[src/rtl/fetch_unit_if.sv]
// Signal bundle between the fetch stage and its neighbours: imem, the
// opcode decoder, register-file comparisons and the downstream stall source.
interface fetch_unit_if #(
  parameter int PC_WIDTH = 12
);
  logic                stall;
  logic [PC_WIDTH-1:0] imem_addr;
  logic [31:0]         imem_q;
  logic                is_j;
  logic                is_jal;
  logic                is_jr;
  logic                is_bne;
  logic                is_blt;
  logic                is_bex;
  logic                rd_ne_rs;
  logic                rd_lt_rs;
  logic                rstatus_nz;
  logic [31:0]         rd_value;
  logic [31:0]         ifid_instr;
  logic [PC_WIDTH-1:0] ifid_pc;
  logic                ifid_valid;
  logic [PC_WIDTH-1:0] link_pc;
  logic                redirect;

  modport master (
    input  stall, imem_q,
    input  is_j, is_jal, is_jr, is_bne, is_blt, is_bex,
    input  rd_ne_rs, rd_lt_rs, rstatus_nz, rd_value,
    output imem_addr, ifid_instr, ifid_pc, ifid_valid, link_pc, redirect
  );

  modport slave (
    output stall, imem_q,
    output is_j, is_jal, is_jr, is_bne, is_blt, is_bex,
    output rd_ne_rs, rd_lt_rs, rstatus_nz, rd_value,
    input  imem_addr, ifid_instr, ifid_pc, ifid_valid, link_pc, redirect
  );
endinterface

[src/rtl/fetch_unit.sv]
// Instruction fetch / next-PC stage: holds the PC, addresses imem and keeps
// the IF/ID register; control transfers resolve in ID with one bubble.
module fetch_unit #(
  parameter int PC_WIDTH = 12
) (
  input logic          clock,
  input logic          reset,
  fetch_unit_if.master bus
);

  logic [PC_WIDTH-1:0] pc;
  logic [31:0]         ifid_instr;
  logic [PC_WIDTH-1:0] ifid_pc;
  logic                ifid_valid;

  logic                take;
  logic [PC_WIDTH-1:0] target;
  logic [PC_WIDTH-1:0] branch_target;
  logic [31:0]         imm_sext;
  logic                unused_bits;

  assign bus.imem_addr  = pc;
  assign bus.ifid_instr = ifid_instr;
  assign bus.ifid_pc    = ifid_pc;
  assign bus.ifid_valid = ifid_valid;
  assign bus.link_pc    = ifid_pc + PC_WIDTH'(1);
  assign bus.redirect   = take;

  // Only registered ID state and decoder flags feed take; imem_q never does.
  assign take = ifid_valid & ~bus.stall &
                (bus.is_j | bus.is_jal | bus.is_jr |
                 (bus.is_bne & bus.rd_ne_rs) |
                 (bus.is_blt & bus.rd_lt_rs) |
                 (bus.is_bex & bus.rstatus_nz));

  assign imm_sext      = {{15{ifid_instr[16]}}, ifid_instr[16:0]};
  assign branch_target = ifid_pc + PC_WIDTH'(1) + imm_sext[PC_WIDTH-1:0];

  always_comb begin
    target = ifid_instr[PC_WIDTH-1:0];
    if (bus.is_jr) begin
      target = bus.rd_value[PC_WIDTH-1:0];
    end else if (bus.is_bne || bus.is_blt) begin
      target = branch_target;
    end
  end

  // Addresses wrap modulo 2^PC_WIDTH, so the high operand bits are dropped.
  assign unused_bits = ^{imm_sext[31:PC_WIDTH], bus.rd_value[31:PC_WIDTH]};

  // A taken transfer squashes the wrong-path word fetched alongside it.
  always_ff @(posedge clock) begin
    if (reset) begin
      pc         <= '0;
      ifid_instr <= '0;
      ifid_pc    <= '0;
      ifid_valid <= 1'b0;
    end else if (!bus.stall) begin
      ifid_pc <= pc;
      if (take) begin
        pc         <= target;
        ifid_instr <= '0;
        ifid_valid <= 1'b0;
      end else begin
        pc         <= pc + PC_WIDTH'(1);
        ifid_instr <= bus.imem_q;
        ifid_valid <= 1'b1;
      end
    end
  end

endmodule

[src/flat_wrapper.sv]
// flat-port wrapper written by rule: the top's interface ports become plain ports
module fetch_unit_flat 
#(
  parameter int PC_WIDTH = 12
)
  (clock, reset, bus_stall, bus_imem_q, bus_is_j, bus_is_jal, bus_is_jr, bus_is_bne, bus_is_blt, bus_is_bex, bus_rd_ne_rs, bus_rd_lt_rs, bus_rstatus_nz, bus_rd_value, bus_imem_addr, bus_ifid_instr, bus_ifid_pc, bus_ifid_valid, bus_link_pc, bus_redirect);
  fetch_unit_if #(.PC_WIDTH(PC_WIDTH)) bus_i ();
  input logic clock;
  input logic reset;
  input wire logic [$bits(bus_i.stall)-1:0] bus_stall;
  input wire logic [$bits(bus_i.imem_q)-1:0] bus_imem_q;
  input wire logic [$bits(bus_i.is_j)-1:0] bus_is_j;
  input wire logic [$bits(bus_i.is_jal)-1:0] bus_is_jal;
  input wire logic [$bits(bus_i.is_jr)-1:0] bus_is_jr;
  input wire logic [$bits(bus_i.is_bne)-1:0] bus_is_bne;
  input wire logic [$bits(bus_i.is_blt)-1:0] bus_is_blt;
  input wire logic [$bits(bus_i.is_bex)-1:0] bus_is_bex;
  input wire logic [$bits(bus_i.rd_ne_rs)-1:0] bus_rd_ne_rs;
  input wire logic [$bits(bus_i.rd_lt_rs)-1:0] bus_rd_lt_rs;
  input wire logic [$bits(bus_i.rstatus_nz)-1:0] bus_rstatus_nz;
  input wire logic [$bits(bus_i.rd_value)-1:0] bus_rd_value;
  output wire logic [$bits(bus_i.imem_addr)-1:0] bus_imem_addr;
  output wire logic [$bits(bus_i.ifid_instr)-1:0] bus_ifid_instr;
  output wire logic [$bits(bus_i.ifid_pc)-1:0] bus_ifid_pc;
  output wire logic [$bits(bus_i.ifid_valid)-1:0] bus_ifid_valid;
  output wire logic [$bits(bus_i.link_pc)-1:0] bus_link_pc;
  output wire logic [$bits(bus_i.redirect)-1:0] bus_redirect;
  assign bus_i.stall = bus_stall;
  assign bus_i.imem_q = bus_imem_q;
  assign bus_i.is_j = bus_is_j;
  assign bus_i.is_jal = bus_is_jal;
  assign bus_i.is_jr = bus_is_jr;
  assign bus_i.is_bne = bus_is_bne;
  assign bus_i.is_blt = bus_is_blt;
  assign bus_i.is_bex = bus_is_bex;
  assign bus_i.rd_ne_rs = bus_rd_ne_rs;
  assign bus_i.rd_lt_rs = bus_rd_lt_rs;
  assign bus_i.rstatus_nz = bus_rstatus_nz;
  assign bus_i.rd_value = bus_rd_value;
  assign bus_imem_addr = bus_i.imem_addr;
  assign bus_ifid_instr = bus_i.ifid_instr;
  assign bus_ifid_pc = bus_i.ifid_pc;
  assign bus_ifid_valid = bus_i.ifid_valid;
  assign bus_link_pc = bus_i.link_pc;
  assign bus_redirect = bus_i.redirect;
  fetch_unit #(.PC_WIDTH(PC_WIDTH)) u_core (.clock(clock), .reset(reset), .bus(bus_i));
endmodule
[config.mk]
export PLATFORM = sky130hd
export DESIGN_NAME = fetch_unit_flat
export DESIGN_NICKNAME = d
export VERILOG_FILES = /design/src/rtl/fetch_unit_if.sv /design/src/rtl/fetch_unit.sv /design/src/flat_wrapper.sv
export SDC_FILE = /design/constraint.sdc
export NUM_CORES = 1
export LEC_CHECK = 0
export ABC_CLOCK_PERIOD_IN_PS = 2570
export BUFFER_PORTS_ARGS = -buffer_cell sky130_fd_sc_hd__buf_2
export CORE_MARGIN = 4
export CORE_UTILIZATION = 25
export DETAILED_ROUTE_END_ITERATION = 12
export PLACE_DENSITY = 0.61
export REMOVE_ABC_BUFFERS = 1
export SYNTH_ARGS = -nofsm -noshare
export SYNTH_HDL_FRONTEND = slang
export SYNTH_SLANG_ARGS = --single-unit
export TNS_END_PERCENT = 1
[constraint.sdc]
create_clock -name clock -period 2.57 [get_ports clock]
set_input_delay 0.514 -clock clock [delete_from_list [all_inputs] [get_ports clock]]
set_output_delay 0.514 -clock clock [all_outputs]
set_load 0.005 [all_outputs]
# [Word-level counts from Yosys, hierarchy flattened]
# Index checks and enable logic that the tools add are counted.
# Widths: inputs -> output; s select.
[word_totals] register_bits=57 in_bits=76 output_inout_bits=70 word_cells=24
[op_classes] addsub=3 n_mux=5 bitwise=11 n_reduce_logical=1
[ops] cell="$mux 12" count=3
[ops] cell="$mux 32" count=1
[ops] cell="$add 12x1->12 const B" count=2
[ops] cell="$add 12x12->12" count=1
[ops] cell="$and 1x1->1" count=5
[ops] cell="$or 1x1->1" count=5
[ops] cell="$logic_or 1x1->1" count=1
[ops] cell="$mux 1" count=1
[ops] cell="$not 1->1" count=1

# [Logic depth before layout (Yosys ltp)]
[depth] depth_word=7 ltp_mapped=11

# [Worst setup path after synthesis]
# Ideal clock, no wire load.
[synth_path] path_type="register to register" startpoint="reg u_core.ifid_pc[0] (netlist: u_core.bus.ifid_pc[0])" endpoint="reg u_core.pc[11] (netlist: u_core.bus.imem_addr[11])" setup_time_ns=0.136 arrival_ns=2.486 t_required_ns=2.434 setup_slack_ns=-0.052 path_stages_with_launch=12 n_path_buf=0 period_less_slack_ns=2.622 path_cell_list="dfxtp_1 ha_1 nand3_1 nor2_1 xor2_1 ha_1 a211oi_1 o21ai_0 a21o_1 o221ai_1 o311a_1 o22ai_2"
[synth_via] elab_chain_cells=5
[synth_lines] item="start, declared" line_no="fetch_unit.sv:13" text="logic [PC_WIDTH-1:0] ifid_pc;"
[synth_lines] item="start signal, assigned" line_no="fetch_unit.sv:59" text="ifid_pc <= pc;"
[synth_lines] item="$add 12x1->12"
[synth_lines] item="net bus_link_pc[6]" line_no="flat_wrapper.sv:26" text="output wire logic [$bits(bus_i.link_pc)-1:0] bus_link_pc;"
[synth_lines] item="$add 12x12->12" line_no="fetch_unit.sv:37" text="assign branch_target = ifid_pc + PC_WIDTH'(1) + imm_sext[PC_WIDTH-1:0];"
[synth_lines] item="$mux 12" line_no="fetch_unit.sv:43" text="end else if (bus.is_bne || bus.is_blt) begin"
[synth_lines] item="$mux 12" line_no="fetch_unit.sv:41" text="if (bus.is_jr) begin"
[synth_lines] item="$mux 12" line_no="fetch_unit.sv:60" text="if (take) begin"
[synth_lines] item="end signal, assigned" line_no="fetch_unit.sv:61" text="pc <= target;"
[synth_lines] item="end signal, assigned" line_no="fetch_unit.sv:65" text="pc <= pc + PC_WIDTH'(1);"
[synth_lines] item="end, declared" line_no="fetch_unit.sv:11" text="logic [PC_WIDTH-1:0] pc;"
# The timed path passes the listed nets, and every way through them passes these cells.
# A chain may end at the register's enable or synchronous reset.

# [Final worst setup path]
[layout_path] startpoint="reg u_core.ifid_pc[1] (netlist: u_core.bus.ifid_pc[1])" endpoint="reg u_core.pc[11] (netlist: u_core.bus.imem_addr[11])"
[layout_via] elab_chain_cells=5
[layout_lines] item="$add 12x1->12" line_no="fetch_unit.sv:37"
[layout_lines] item="$add 12x12->12" line_no="fetch_unit.sv:37"
[layout_lines] item="$mux 12" line_no="fetch_unit.sv:43"
[layout_lines] item="$mux 12" line_no="fetch_unit.sv:41"
[layout_lines] item="$mux 12" line_no="fetch_unit.sv:60"
# No other way between the ends.

==> run summary <==
Die X: 124 um
total number of vias: 3854
unrepaired setup endpoints after global routing: yes
Tcrit/Tclk final: 98.4%
Synth Instances: 437
Slew headroom: 63.4%
drt first pass iters: 5
row count: 42
hold path depth: 3
cell family with most CP delay: simple AND/OR/NAND/NOR gates
Synth Cell Area: 0.00338 mm2
max-cap violations: 0
ANT cells: 0
DIE AREA: 0.0155 mm2
cts bufs inserted: 9
Int Pwr: 1.92 mW
endpoints failing setup: 0
Net Sw Power: 696 uW
Routed WL per cell: 16.0 um
clock slew at reported path FFs: 0.06 ns
First DRT Iteration DRCs: 174
Yosys cell types: 55
Top-Level Pins: 146
Setup crit start kind: register
Clock Skew: 0.0109 ns
Top FF cell, synth: dfxtp_1
FFs w/ async S/R, synth: 0%
Clock power frac: 46.2%
final WL: 12.4 mm
TritonCTS clock tree: yes
vias in the first global route: 3751
RD Place Congestion: 0.871
Power Total: 2.61 mW
sequential power share: 37.4%
Crit path required time: 2.77 ns
layout cells sized above 1: 38.4%
GRT Util Overall: 15.6%
EDFF count, synth: 0
input/output buffers: 125
residual DRC count: 0
clock buffer depth: 2
clock sink count: 57
top area cells in the synthesized netlist: dfxtp_1 34%, a21oi_1 7.5%, nand2_1 6.9%
hold_ws: 0.449 ns
Final Instance Count excl. Fillers: 777
CP Class: register to register
Routed Antenna Nets: 0
H-Tree Depth: 3
chip height: 124 um
Yosys top cell area share: 33.7%
Critical Path Stages: 11
most common cell after layout, fill and taps aside: buf_2
worst path bufs/invs: 1
crit-path max FO: 5
area delta synth->final: 48.4%
gr ovfl total: 0
Slew Limit Fails: 0
highest-count cells in the layout ignoring fill and taps: 125 x buf_2, 62 x nand2_1, 53 x dfxtp_1, 50 x a21oi_1, 48 x buf_4
biggest cell delay along the critical path: 0.36 ns
post-layout util: 37.9%
Slew @ Worst Pin: 0.548 ns
Static Leak: 2.39 nW
post-synth top area cell: dfxtp_1
syn_area_per_cell: 7.74 um2
hpwl dp: 9.46 mm
first-pass GRT wire length: 19.4 mm
Worst Reg-to-Reg Cells: 11
Tmin final: 2.53 ns
pwr dens: 521 mW/mm2
initial antenna violation count: 0
via/cell ratio: 4.96
Core Region: 0.0132 mm2
VDD IR max: 224 uV
switching part of the total: 26.6%
setup tns final: 0 ns
status: finished clean
Root Buffer: clkbuf_16
Synth Register Bits: 57
CP max-delay cell: dfxtp_4
latest clock arrival within the worst-skew pair: 0.33 ns
WP data arrival: 2.73 ns
endpoint type of the worst setup path: register
Gate power share: 16.4%
maximum clock frequency: 0.395 GHz
initial core utilization: 25.5%
largest net degree at the start of global routing: 30
placed cell count: 758
register area share after synthesis: 33.7%
synth warn: 0
final hold viol count: 0
nets: 690
CP Cell Sequence: buf_6 -> and4_4 -> nand4_1 -> xnor2_2 -> ha_4 -> and4_4 -> and3_4 -> and3_4 -> nor2_1 -> o41ai_2 -> o22ai_2
Hold Crit Class: input pin to register
[power by group through the flow]
| stage | clock network (mW) | logic, mW | registers [mW] |
|---|---|---|---|
| floorplan | 0 | 0.178 | 0.989 |
| global placement | 0 | 0.401 | 0.988 |
| detailed placement | 0 | 0.411 | 0.991 |
| CTS | 1.24 | 0.415 | 0.973 |
| global route | 1.28 | 0.477 | 0.983 |
| finish | 1.21 | 0.429 | 0.977 |
[cell usage after synthesis (all sizes together), types with 4 or more instances]
library cell,count
xor2,4
a21oi,51
nand2,63
xnor2,10
nor3,9
nand3,40
o211ai,6
o21ai,25
nor2,32
a21o,8
a31oi,4
inv,9
nand4,7
buf,10
clkbuf,17
dfxtp,57
mux2i,15
ha,16
a211oi,8
and3,4
[worst paths after layout]
kind                                                start                        end  slack (ns)
worst max-delay path                u_core.bus.ifid_pc[1]   u_core.bus.imem_addr[11]        0.04
worst min-delay path                        bus_imem_q[4]   u_core.bus.ifid_instr[4]        0.45
worst max register to register      u_core.bus.ifid_pc[1]   u_core.bus.imem_addr[11]        0.04
worst min register to register  u_core.bus.ifid_instr[18]  u_core.bus.ifid_instr[18]        0.46
[worst register-to-register path, cell delays in order (launching register included)]
cell and delay [ns]:
dfxtp_4 0.36, buf_6 0.12, and4_4 0.23, nand4_1 0.13, xnor2_2 0.20, ha_4 0.30
and4_4 0.22, and3_4 0.19, and3_4 0.20, nor2_1 0.05, o41ai_2 0.31, o22ai_2 0.10
[state kept, by name, indices dropped and copies added, names as in the netlist]
register	flops
u_core.bus.ifid_instr	32
u_core.bus.ifid_pc	12
u_core.bus.ifid_valid	1
u_core.bus.imem_addr	12
[through the flow]
step	worst slack (ns)	area, um2
6_report	0.0410	5020
3_5_place_dp	-0.118	4470
3_3_place_gp	-0.120	4470
5_1_grt	-0.0493	5020
2_1_floorplan	-0.0518	3270
4_1_cts	-0.0102	4820
[area by class of cell]
type | instances | area, um2
Clock buffer | 12 | 256
Clock inverter | 3 | 40.0
Fill cell | 1407 | 8220
Inverter | 9 | 33.8
Multi-Input combinational cell | 344 | 2300
Sequential cell | 57 | 1150
Tap cell | 176 | 220
Timing Repair Buffer | 176 | 1020
[timing repair]
item                       4_1_cts  5_1_grt
resized for setup                9       35
hold buffers                     0        0
setup endpoints to repair        4        7
pin swaps                        5       13
buffers inserted                 2        2
[per-layer routing]
metal,up-vias,share of wire (%),track usage [%]
met5,-,0,0
met1,1796,41,18.0
li1,1904,-,-
met4,0,1.8,6.25
met2,139,50,27.2
met3,15,7.6,4.42
[cells by family after synthesis]
logic type | after synthesis | synth area share, %
xor+xnor | 14 | 3.63
fa+ha+maj | 17 | 6.51
buf+inv | 36 | 4.22
flops | 57 | 33.7
simple gates | 172 | 24.0
mux | 16 | 4.77
compound gates | 125 | 23.1
(Power assumes the default switching activity.)
